$ cat src/rtl/color_scan_sched.sv
// color_scan_sched: frame-synchronous colour scheduler for the shared
// colour-threshold detection pipeline. Steps the colour select through up to
// four colours, discards settle frames after each change, waits for a
// detection verdict (or times out) and emits one result record per colour.
//
// Ports
//   clk, rst_n            pixel clock, asynchronous active-low reset
//   start, stop, cont     sweep control (stop has priority over everything)
//   frame_eop             end-of-frame strobe of the pipeline input stream
//   detect_finish         detection-complete flag (rising edge = found)
//   target_is_invalid     no-target flag (rising edge = not found)
//   shape_in, x_center,
//   y_center              detection data, captured on the detect_finish edge
//   color_sel             colour select to the binariser, stable per frame
//   busy                  high whenever the scheduler is not idle
//   res_vld, res_*        one-cycle result strobe and held result record
//   found_mask            per-colour found bits of the current sweep
//   sweep_done            strobe coincident with the last colour's result
module color_scan_sched #(
  parameter int unsigned NUM_COLOR      = 3,
  parameter int unsigned SETTLE_FRAMES  = 1,
  parameter int unsigned TIMEOUT_FRAMES = 2
) (
  input  logic       clk,
  input  logic       rst_n,
  input  logic       start,
  input  logic       stop,
  input  logic       cont,
  input  logic       frame_eop,
  input  logic       detect_finish,
  input  logic       target_is_invalid,
  input  logic [2:0] shape_in,
  input  logic [8:0] x_center,
  input  logic [8:0] y_center,
  output logic [1:0] color_sel,
  output logic       busy,
  output logic       res_vld,
  output logic [1:0] res_color,
  output logic       res_found,
  output logic       res_timeout,
  output logic [2:0] res_shape,
  output logic [8:0] res_x,
  output logic [8:0] res_y,
  output logic [3:0] found_mask,
  output logic       sweep_done
);

  localparam int unsigned CNT_W   = 4;
  localparam int unsigned COLOR_W = 2;
  localparam int unsigned SHAPE_W = 3;
  localparam int unsigned COORD_W = 9;
  localparam int unsigned MASK_W  = 4;

  localparam logic [2:0] ST_IDLE   = 3'd0;
  localparam logic [2:0] ST_SYNC   = 3'd1;
  localparam logic [2:0] ST_SETTLE = 3'd2;
  localparam logic [2:0] ST_WAIT   = 3'd3;
  localparam logic [2:0] ST_REPORT = 3'd4;
  localparam logic [2:0] ST_NEXT   = 3'd5;

  localparam logic [COLOR_W-1:0] COLOR_LAST = COLOR_W'(NUM_COLOR - 1);
  localparam logic [CNT_W-1:0]   SETTLE_LAST =
    (SETTLE_FRAMES == 0) ? '0 : CNT_W'(SETTLE_FRAMES - 1);
  localparam logic [CNT_W-1:0]   TIMEOUT_LAST = CNT_W'(TIMEOUT_FRAMES - 1);
  // State entered after every colour change (skips SETTLE when no settle frames)
  localparam logic [2:0]         ST_AFTER_CHANGE =
    (SETTLE_FRAMES == 0) ? ST_WAIT : ST_SETTLE;

  logic [2:0]         state_q,     state_d;
  logic [CNT_W-1:0]   cnt_q,       cnt_d;
  logic [COLOR_W-1:0] color_q,     color_d;
  logic [MASK_W-1:0]  mask_q,      mask_d;
  logic               busy_q,      busy_d;
  logic               res_vld_q,   res_vld_d;
  logic [COLOR_W-1:0] res_color_q, res_color_d;
  logic               res_found_q, res_found_d;
  logic               res_to_q,    res_to_d;
  logic [SHAPE_W-1:0] res_shape_q, res_shape_d;
  logic [COORD_W-1:0] res_x_q,     res_x_d;
  logic [COORD_W-1:0] res_y_q,     res_y_d;
  logic               sweep_q,     sweep_d;
  logic               df_prev_q;
  logic               inv_prev_q;

  logic               df_rise;
  logic               inv_rise;

  // Edge detectors run in every state; only WAIT acts on them.
  assign df_rise  = detect_finish & ~df_prev_q;
  assign inv_rise = target_is_invalid & ~inv_prev_q;

  // State register and all registered outputs.
  always_ff @(posedge clk or negedge rst_n) begin
    if (!rst_n) begin
      state_q     <= ST_IDLE;
      cnt_q       <= '0;
      color_q     <= '0;
      mask_q      <= '0;
      busy_q      <= 1'b0;
      res_vld_q   <= 1'b0;
      res_color_q <= '0;
      res_found_q <= 1'b0;
      res_to_q    <= 1'b0;
      res_shape_q <= '0;
      res_x_q     <= '0;
      res_y_q     <= '0;
      sweep_q     <= 1'b0;
      df_prev_q   <= 1'b0;
      inv_prev_q  <= 1'b0;
    end else begin
      state_q     <= state_d;
      cnt_q       <= cnt_d;
      color_q     <= color_d;
      mask_q      <= mask_d;
      busy_q      <= busy_d;
      res_vld_q   <= res_vld_d;
      res_color_q <= res_color_d;
      res_found_q <= res_found_d;
      res_to_q    <= res_to_d;
      res_shape_q <= res_shape_d;
      res_x_q     <= res_x_d;
      res_y_q     <= res_y_d;
      sweep_q     <= sweep_d;
      df_prev_q   <= detect_finish;
      inv_prev_q  <= target_is_invalid;
    end
  end

  // Next-state and next-output logic. The verdict is registered on the
  // WAIT->REPORT edge so res_vld is high exactly while the FSM is in REPORT.
  always_comb begin
    state_d     = state_q;
    cnt_d       = cnt_q;
    color_d     = color_q;
    mask_d      = mask_q;
    res_vld_d   = 1'b0;
    res_color_d = res_color_q;
    res_found_d = res_found_q;
    res_to_d    = res_to_q;
    res_shape_d = res_shape_q;
    res_x_d     = res_x_q;
    res_y_d     = res_y_q;
    sweep_d     = 1'b0;

    unique case (state_q)
      ST_IDLE: begin
        if (start) begin
          state_d = ST_SYNC;
        end
      end

      ST_SYNC: begin
        if (frame_eop) begin
          color_d = '0;
          mask_d  = '0;
          cnt_d   = '0;
          state_d = ST_AFTER_CHANGE;
        end
      end

      ST_SETTLE: begin
        if (frame_eop) begin
          if (cnt_q == SETTLE_LAST) begin
            cnt_d   = '0;
            state_d = ST_WAIT;
          end else begin
            cnt_d = cnt_q + CNT_W'(1);
          end
        end
      end

      ST_WAIT: begin
        if (df_rise || inv_rise ||
            (frame_eop && (cnt_q == TIMEOUT_LAST))) begin
          state_d     = ST_REPORT;
          res_vld_d   = 1'b1;
          res_color_d = color_q;
          sweep_d     = (color_q == COLOR_LAST);
          // Detect edge wins over invalid edge, which wins over timeout.
          res_found_d = df_rise;
          res_to_d    = ~df_rise & ~inv_rise;
          res_shape_d = df_rise ? shape_in : '0;
          res_x_d     = df_rise ? x_center : '0;
          res_y_d     = df_rise ? y_center : '0;
          if (df_rise) begin
            mask_d = mask_q | (MASK_W'(1) << color_q);
          end
        end else if (frame_eop) begin
          cnt_d = cnt_q + CNT_W'(1);
        end
      end

      ST_REPORT: begin
        if (color_q == COLOR_LAST) begin
          state_d = cont ? ST_SYNC : ST_IDLE;
        end else begin
          state_d = ST_NEXT;
        end
      end

      ST_NEXT: begin
        if (frame_eop) begin
          color_d = color_q + COLOR_W'(1);
          cnt_d   = '0;
          state_d = ST_AFTER_CHANGE;
        end
      end

      default: begin
        state_d = ST_IDLE;
      end
    endcase

    // Abort: back to IDLE, nothing reported, colour and mask held.
    if (stop) begin
      state_d     = ST_IDLE;
      cnt_d       = cnt_q;
      color_d     = color_q;
      mask_d      = mask_q;
      res_vld_d   = 1'b0;
      res_color_d = res_color_q;
      res_found_d = res_found_q;
      res_to_d    = res_to_q;
      res_shape_d = res_shape_q;
      res_x_d     = res_x_q;
      res_y_d     = res_y_q;
      sweep_d     = 1'b0;
    end

    busy_d = (state_d != ST_IDLE);
  end

  assign color_sel   = color_q;
  assign busy        = busy_q;
  assign res_vld     = res_vld_q;
  assign res_color   = res_color_q;
  assign res_found   = res_found_q;
  assign res_timeout = res_to_q;
  assign res_shape   = res_shape_q;
  assign res_x       = res_x_q;
  assign res_y       = res_y_q;
  assign found_mask  = mask_q;
  assign sweep_done  = sweep_q;

endmodule

$ cat config.mk
export PLATFORM = sky130hd
export DESIGN_NAME = color_scan_sched
export DESIGN_NICKNAME = d
export VERILOG_FILES = /design/src/rtl/color_scan_sched.sv
export SDC_FILE = /design/constraint.sdc
export NUM_CORES = 1
export LEC_CHECK = 0
export CAP_MARGIN = 20
export CORE_MARGIN = 1
export CORE_UTILIZATION = 35
export DETAILED_ROUTE_END_ITERATION = 7
export DONT_BUFFER_PORTS = 1
export PLACE_DENSITY_LB_ADDON = 0.25
export SLEW_MARGIN = 20
export SYNTH_ARGS = -nofsm -noshare
export SYNTH_HDL_FRONTEND = slang
export SYNTH_SLANG_ARGS = --single-unit
$ cat constraint.sdc
create_clock -name clk -period 1.77 [get_ports clk]
set_input_delay 0.354 -clock clk [delete_from_list [all_inputs] [get_ports clk]]
set_output_delay 0.354 -clock clk [all_outputs]
set_load 0.05 [all_outputs]
Word level (Yosys, flattened, before mapping)
Index checks and enable logic that the tools add are counted.
{"block": "op_classes", "add_sub_neg": 2, "n_eq_ne": 15, "shift": 1, "n_mux": 30, "n_bitwise": 9, "reduce_logical": 14}
{"op": "$mux W4", "n": 7}
{"op": "$mux W3", "n": 8}
{"op": "$mux W9", "n": 2}
{"op": "$pmux W3 S5", "n": 1}
{"op": "$ne A2 B2 Y1 const B", "n": 7}
{"op": "$pmux W4 S3", "n": 1}
{"op": "$pmux W4 S2", "n": 1}
{"op": "$mux W1", "n": 7}
{"op": "$eq A3 B2 Y1 const B", "n": 2}
{"op": "$eq A3 B3 Y1 const B", "n": 2}
{"op": "$reduce_and A6 Y1", "n": 1}
{"op": "$reduce_bool A3 Y1", "n": 2}
{"op": "$not A1 Y1", "n": 5}
{"op": "$reduce_and A5 Y1", "n": 1}
{"op": "$add A4 B1 Y4 const B", "n": 1}
{"op": "$eq A4 B1 Y1 const B", "n": 1}
{"op": "$logic_not A4 Y1", "n": 1}
{"op": "$mux W2", "n": 2}
{"op": "$or A4 B4 Y4", "n": 1}
{"op": "$pmux W2 S2", "n": 1}
{"op": "$reduce_and A4 Y1", "n": 1}
{"op": "$reduce_bool A2 Y1", "n": 2}
{"op": "$shl A1 B2 Y4 const A", "n": 1}
{"op": "$and A1 B1 Y1", "n": 3}
{"op": "other kinds (9)", "n": 10}
{"block": "totals", "reg_bits": 43, "word_cells": 86}

Longest topological paths before layout
Gate-level depths: netlist of the first run.
{"block": "logic_depth", "word_depth": 8, "ltp_mapped": 8, "depth_no_buf": 6}

Worst setup path before layout of the first run
OpenSTA, ideal clock, no wires.
{"block": "synth_path", "path_kind": "register to register", "from": "reg cnt_q[1]", "to": "reg res_shape_q[0], in the netlist res_shape[0]", "setup_ns": 0.121, "arrival_ns": 1.553, "setup_slack_ns": 0.096, "path_stages_with_launch": 8, "path_buffers": 2, "period_less_slack_ns": 1.674, "path_cell_list": "dfrtp_1 inv_1 ha_1 nor4bb_4 o31ai_1 buf_2 buf_2 a22o_1"}
{"block": "synth_between", "elab_chain_len": 4}
{"element": "start: declaration", "line": "70", "source": "logic [CNT_W-1:0] cnt_q, cnt_d;"}
{"element": "start signal: assignment", "line": "112", "source": "cnt_q <= cnt_d;"}
{"element": "$eq A4 B1 Y1", "line": "174", "source": "(frame_eop && (cnt_q == TIMEOUT_LAST))) begin"}
{"element": "$logic_and A1 B1 Y1", "line": "174"}
{"element": "$logic_or A1 B1 Y1", "line": "173", "source": "if (df_rise || inv_rise ||"}
{"element": "$reduce_and A3 Y1 (no line)"}
{"element": "end signal: assignment", "line": "120", "source": "res_shape_q <= res_shape_d;"}
{"element": "end: declaration", "line": "78", "source": "logic [SHAPE_W-1:0] res_shape_q, res_shape_d;"}
Every way passes these cells.
A chain may end at the register's enable or synchronous reset.

Final worst setup path of the first run
{"block": "layout_path", "from": "reg cnt_q[0]", "to": "reg cnt_q[3]"}
{"block": "layout_between", "elab_chain_len": 5, "elab_cells_between_ends": 12}
{"element": "parallel branches: the longest is 5 deep, another holds $add A4 B1 Y4"}
Several ways; the timed one is not identified. The select of a mux whose other input is x is not followed.

==> run metrics, run 1 <==
GRT overflow=0; Max Clk Rate=0.575 GHz; WHS Path Cells=0; relative area change from synthesis to final layout=14.7%; Synth area leaders=sky130_fd_sc_hd__dfrtp_1, sky130_fd_sc_hd__a22o_1, sky130_fd_sc_hd__ha_1, sky130_fd_sc_hd__o31ai_1, sky130_fd_sc_hd__nand2_1; Switch Pwr=0.928 mW; average wire per cell in the routed design=16.5 um; delay of the slowest cell on the worst path=450 ps; commonest cells in the synthesized netlist=sky130_fd_sc_hd__dfrtp_1, sky130_fd_sc_hd__a22o_1, sky130_fd_sc_hd__nand2_1; unrepaired setup endpoints after global routing=true; static leakage=1.03 nW; final worst slack=31.7 ps; worst setup path category=register to register; IR Drop Worst-Case VDD=0.000379 V; drt drc=0; antenna diode count=0; post-place setup slack=9.79 ps; final hold violation count=0; power per standard cell area=1160 nW/um2; total routing usage reported by global routing=13.6%; clock network latency to the later pin of the worst-skew pair=280 ps; share of synthesized flip-flops with an asynchronous set or reset=100%; maximum number of pins on one net before global-route repair=44; fraction of the yosys area taken by sequential cells=56.5%; worst slew pin tran=491 ps; Worst path slowest cell=sky130_fd_sc_hd__dfrtp_2; nature of the critical path startpoint=register; top_reg_cell synth=sky130_fd_sc_hd__dfrtp_1; Iter 0 DRT Violations=31; largest clock skew in the final design=6.87 ps; type of the most critical hold path=input pin to register; EDFF count, synth=0; RD Place Congestion=0.846; pins over their slew limit=0; most used standard cell by instance count after synthesis=sky130_fd_sc_hd__dfrtp_1; Cell variety after synth=39; number of levels in the clock H-tree=2; Maximum Capacitance Violations=0; via count of the routed design=1281; area share of the largest cell type after synthesis=56.5%; length of the first detailed-routing pass in iterations=4; count of synthesis-stage warnings from yosys=0; required time at the worst-slack endpoint=1940 ps; depth of the worst register-to-register path=6; number of antenna violations at the first check in global routing=0; Mapped Avg Cell Area=11.9 um2; total CTS buffers=5; relative contribution of the clock network to total power=23.0%; buffers from clock root to sink, at most=2; die area=5740 um2; worst path arrival time=1910 ps; status=completed; TritonCTS clock tree=built; final critical-path share of the clock period=98.2%; post-synthesis instance area=1910 um2; IO Count=63; detail-routed via count per cell=5.29; vertical extent of the die=75.8 um; starting density of the core=36.8%; Cell Int Power=1.60 mW; Synth area leader=sky130_fd_sc_hd__dfrtp_1; DRT Wirelength=3980 um; via count of the first global-routing pass=1179; post-route total power=2.52 mW; post-synth net total=196; buffer type at the clock tree root=sky130_fd_sc_hd__clkbuf_8; combinational cell fraction of total power=18.0%; core region area=5170 um2; # port buffers=0; sink count of the clock tree=43; number of filler cells placed in the layout=482; die boundary width=75.8 um; post-route insts no fill=242; critical path fanouts, max=6; worst relative slew slack=67.3%; clock-pin slew reported for the worst setup and hold paths after clock tree synthesis=80 ps; Sequential Power Share=58.9%; flops & latches, synth=43; post-detailed-route count of antenna-violating nets=0; wire length of the first global-routing pass=5730 um; Switching Share=36.7%; critical path cell sequence=ha_1 -> nor4bb_4 -> o31a_4 -> buf_4 -> a211oi_1 -> o22ai_1; Min Clock Period, post-route=1740 ps; type of destination of the critical path=register; fraction of final layout cells with drive strength greater than 1=19.2%; number of failing setup endpoints in the final timing report=0; hpwl dp=2760 um; cell count after synthesis=160; Row Count=26; number of placed cells counting well taps=230; post-layout net count=207
[per-stage QoR]
| step | area, um2 | hold WS [ps] | utilization [%] | setup TNS, ps |
|---|---|---|---|---|
| after global placement | 2040 | 59.3 | 39.5 | 0 |
| final | 2190 | 90.3 | 42.3 | 0 |
| after floorplan | 1910 | 58.4 | - | 0 |
| after detailed placement | 2040 | 59.3 | 39.5 | 0 |
| after CTS | 2150 | 79.9 | 41.6 | 0 |
| after global routing | 2190 | 72.1 | 42.3 | -109 |
[final cells by class]
| class | count | area (um2) | share of cell area, % |
|---|---|---|---|
| clock buffer | 7 | 76.3 | 3.49 |
| clock inverter | 1 | 5.00 | 0.229 |
| inverter | 6 | 22.5 | 1.03 |
| multi-input combinational | 102 | 792 | 36.2 |
| sequential | 43 | 1080 | 49.3 |
| tap | 70 | 87.6 | 4.01 |
| timing repair buffer | 13 | 125 | 5.72 |
[flip-flops by register name (all words and copies together) (netlist names), 2 cells and up]
signal and cells:
res_y 9, state_q 3, cnt_q 4, found_mask 4, color_sel 2, res_color 2, res_x 9, res_shape 3
[cells by family after synthesis]
kind of cell | synth area share [%]
buffers and inverters | 3.61
AND/OR/NAND/NOR | 13.1
flip-flops | 56.5
multiplexers | 0.525
adder cells (fa/ha/maj) | 4.60
AO/OA/AOI/OAI | 21.7
[cells in the final DEF, fill, tap and decap left out, types with 3 or more instances in the layout]
cell                       synthesis  layout
sky130_fd_sc_hd__o31ai_1           5       3
sky130_fd_sc_hd__nor2_1            8       8
sky130_fd_sc_hd__clkbuf_8          0       5
sky130_fd_sc_hd__a21oi_1           6       5
sky130_fd_sc_hd__nor2b_1           5       5
sky130_fd_sc_hd__buf_4             0      10
sky130_fd_sc_hd__inv_1             6       5
sky130_fd_sc_hd__dfrtp_1          43      42
sky130_fd_sc_hd__a22o_1           21      21
sky130_fd_sc_hd__nand2_1           9       9
sky130_fd_sc_hd__ha_1              7       7
sky130_fd_sc_hd__and3b_1           3       3
sky130_fd_sc_hd__o21ai_0           4       4
sky130_fd_sc_hd__nand2b_1          3       3
[timing repair]
| item | 4_1_cts | 5_1_grt |
|---|---|---|
| setup buffers | 0 | 2 |
| cloned | 0 | 0 |
| resized for setup | 1 | 6 |
| pin swaps | 0 | 2 |
| setup endpoints to repair | 1 | 24 |
| hold buffers | 2 | 0 |
| hold endpoints to repair | 43 | 0 |
[routing by layer]
metal | up-vias | track usage (%) | routed length, um
met2 | 48 | 22.5 | 1900
met1 | 623 | 16.5 | 1730
met5 | - | 0 | 0
met4 | 0 | 4.32 | 27
met3 | 5 | 4.76 | 331
li1 | 605 | - | -
[power groups by stage]
stage,registers [mW],clock network (mW),logic (mW)
3_3_place_gp,1.49,0,0.359
3_5_place_dp,1.50,0,0.376
6_report,1.49,0.582,0.455
5_1_grt,1.51,0.652,0.512
2_1_floorplan,1.48,0,0.284
4_1_cts,1.48,0.610,0.407
[final timing paths]
path                                 startpoint                       end  slack, ps
min reg2reg                cnt_q[0]$_DFFE_PN0P_      cnt_q[0]$_DFFE_PN0P_        530
min                           target_is_invalid      inv_prev_q$_DFF_PN0_         90
max                        cnt_q[0]$_DFFE_PN0P_      cnt_q[3]$_DFFE_PN0P_         30
min in group asynchronous                 rst_n  res_shape[2]$_DFFE_PN0P_        530
max in group asynchronous                 rst_n  color_sel[1]$_DFFE_PN0P_       1030
max reg2reg                cnt_q[0]$_DFFE_PN0P_      cnt_q[3]$_DFFE_PN0P_         30
[critical path: cells and delay by family (launching register included)]
family	cells	cell delay, ps
adders and majority gates	1	210
AOI/OAI and AO/OA	3	650
DFF	1	450
buffers and inverters	1	160
and+or+nand+nor	1	170
(Power assumes the default switching activity.)
==> run 2, diff against run 1 <==
--- a/config.mk
+++ b/config.mk
@@ -10,7 +10,6 @@
 export CORE_UTILIZATION = 35
 export DETAILED_ROUTE_END_ITERATION = 7
 export DONT_BUFFER_PORTS = 1
-export PLACE_DENSITY_LB_ADDON = 0.25
 export SLEW_MARGIN = 20
 export SYNTH_ARGS = -nofsm -noshare
 export SYNTH_HDL_FRONTEND = slang
==> run 2 against run 1 <==
- combinational power is 1% higher
- register-to-register slack better by 30 ps
- largest power group unchanged
- final cell count stayed put
- highest routed layer unchanged
- setup slack better by 26 ps
- cell area is 1.2% higher
- critical path type unchanged
- critical path depth is 1 lower
- clock-buffer cell count is 1 lower
==> run metrics, run 2 (synthesis gave the netlist of run 1 again) <==
status=completed (unchanged); via count of the first global-routing pass=1227 (was 1179); IR Drop Worst-Case VDD=0.000442 V (was 0.000379 V); unrepaired setup endpoints after global routing=false (was true); routing usage on met2=23.5% (was 22.5%); commonest cells after routing, fill and taps aside=sky130_fd_sc_hd__dfrtp_1, sky130_fd_sc_hd__a22o_1, sky130_fd_sc_hd__buf_4, sky130_fd_sc_hd__nand2_1, sky130_fd_sc_hd__nor2_1 (unchanged); buffer type at the clock tree root=sky130_fd_sc_hd__clkbuf_8 (unchanged); drt drc=0 (unchanged); delay of the slowest cell on the worst path=420 ps (was 450 ps); GRT overflow=0 (unchanged); vertical extent of the die=75.8 um (unchanged); Cell Int Power=1.77 mW (was 1.60 mW); Min Clock Period, post-route=1710 ps (was 1740 ps); fraction of final layout cells with drive strength greater than 1=18.0% (was 19.2%); startpoint of the worst register-to-register path=cnt_q[0]$_DFFE_PN0P_ (unchanged); GR Layer Usage met3=5.16% (was 4.76%); maximum number of pins on one net before global-route repair=44 (unchanged); number of levels in the clock H-tree=2 (unchanged); Max Clk Rate=0.584 GHz (was 0.575 GHz); RD Place Congestion=0.759 (was 0.846); IO Count=63 (unchanged); most common library cell in the layout ignoring fill and taps=sky130_fd_sc_hd__dfrtp_1 (unchanged); number of antenna violations at the first check in global routing=0 (unchanged); hpwl dp=2740 um (was 2760 um); total cell area at the placement stage=2040 um2 (unchanged); via count of the routed design=1290 (was 1281); Final Cell Area=2210 um2 (was 2190 um2); nature of the critical path startpoint=register (unchanged); critical path fanouts, max=3 (was 6); total negative slack=0 ps (unchanged); CP startpoint=cnt_q[0]$_DFFE_PN0P_ (unchanged); pins over their slew limit=0 (unchanged); combinational cell fraction of total power=17.1% (was 18.0%); worst slew pin tran=496 ps (was 491 ps); core region area=5170 um2 (unchanged); die boundary width=75.8 um (unchanged); total CTS buffers=5 (unchanged); average wire per cell in the routed design=16.5 um (about the same); starting density of the core=36.8% (unchanged); Switch Pwr=0.929 mW (was 0.928 mW); type of the most critical hold path=input pin to register (unchanged); global-route layer with the greatest usage=met2 (unchanged); post-layout net count=207 (unchanged); number of failing setup endpoints in the final timing report=0 (unchanged); die area=5740 um2 (unchanged); worst relative slew slack=66.9% (was 67.3%); post-route insts no fill=242 (unchanged); buffers from clock root to sink, at most=2 (unchanged); Switching Share=34.4% (was 36.7%); length of the first detailed-routing pass in iterations=4 (unchanged); detail-routed via count per cell=5.33 (was 5.29); worst path arrival time=1930 ps (was 1910 ps); Iter 0 DRT Violations=30 (was 31); post-detailed-route count of antenna-violating nets=0 (unchanged); number of placed cells counting well taps=230 (unchanged); clock network latency to the later pin of the worst-skew pair=290 ps (was 280 ps); antenna diode count=0 (unchanged); Sequential Power Share=54.2% (was 58.9%); Hold Crit Start=target_is_invalid (unchanged); final hold violation count=0 (unchanged); Row Count=26 (unchanged); sink count of the clock tree=43 (unchanged); TritonCTS clock tree=built (unchanged); DRT Wirelength=3990 um (was 3980 um); largest clock skew in the final design=6.53 ps (was 6.87 ps); total routing usage reported by global routing=13.6% (about the same); relative contribution of the clock network to total power=28.7% (was 23.0%); routing usage on met1=15.6% (was 16.5%); final critical-path share of the clock period=96.8% (was 98.2%); Worst path slowest cell=sky130_fd_sc_hd__or3b_4 (was sky130_fd_sc_hd__dfrtp_2); Maximum Capacitance Violations=0 (unchanged); power per standard cell area=1220 nW/um2 (was 1160 nW/um2); clock-pin slew reported for the worst setup and hold paths after clock tree synthesis=80 ps (about the same); required time at the worst-slack endpoint=1990 ps (was 1940 ps); worst setup path category=register to register (unchanged); relative area change from synthesis to final layout=16.1% (was 14.7%); wire length of the first global-routing pass=5730 um (unchanged); static leakage=1.05 nW (was 1.03 nW); type of destination of the critical path=register (unchanged); critical path cell sequence=ha_1 -> nor4bb_4 -> o31a_4 -> or3b_4 -> o21ai_2 (was ha_1 -> nor4bb_4 -> o31a_4 -> buf_4 -> a211oi_1 -> o22ai_1); # port buffers=0 (unchanged)
==> run 2: repair_timing <==
item	4_1_cts	5_1_grt
gates resized for setup	1	2
setup endpoints to repair	21	1
pin swaps	0	0
hold endpoints to repair	43	0
buffers inserted	2	0
hold buffers	2	0
==> run 2: layer usage <==
layer / vias to the layer above / part of all wire, %
met5: - / 0
met4: 0 / 1.0
met3: 5 / 7.8
met2: 50 / 48
met1: 629 / 43
li1: 606 / -
==> run 2: critical path, delay by kind of cell (launching register included) <==
family	cells	cell delay (ps)
and+or+nand+nor	2	590
AOI/OAI and AO/OA	2	440
adders and majority gates	1	200
DFF	1	410
==> run 2: cell type report <==
type | instances | area, um2
sequential | 43 | 1080
multi-input combinational | 102 | 783
inverter | 6 | 22.5
clock buffer | 6 | 82.6
fill | 468 | 2960
clock inverter | 2 | 35.0
timing repair buffer | 13 | 125
tap | 70 | 87.6
==> run 2: final timing paths <==
check | endpoint | cells after the start | slack (ps)
setup / recovery | cnt_q[0]$_DFFE_PN0P_ | 5 | 60
hold / removal | inv_prev_q$_DFF_PN0_ | 0 | 90
setup reg to reg | cnt_q[0]$_DFFE_PN0P_ | 5 | 60
hold reg to reg | res_color[0]$_DFFE_PN0P_ | 2 | 580
max in group asynchronous | sweep_done$_DFF_PN0_ | 2 | 1030
min in group asynchronous | color_sel[1]$_DFFE_PN0P_ | 2 | 540
==> run 2: power by group through the flow <==
stage	clock network (mW)	registers [mW]	logic [mW]
after global routing	0.850	1.49	0.513
after detailed placement	0	1.50	0.377
after CTS	0.796	1.46	0.450
final	0.776	1.46	0.461
after floorplan	0	1.48	0.284
after global placement	0	1.49	0.357
==> run 2: per-stage QoR <==
stage,worst slack (ps),utilization (%),hold slack (ps),power [mW]
3_5_place_dp,-30.4,39.5,59.3,1.87
2_1_floorplan,96.2,-,58.4,1.76
3_3_place_gp,81.0,39.5,59.3,1.85
5_1_grt,3.88,42.8,64.6,2.85
6_report,57.5,42.8,87.4,2.70
4_1_cts,31.1,42.6,78.2,2.71
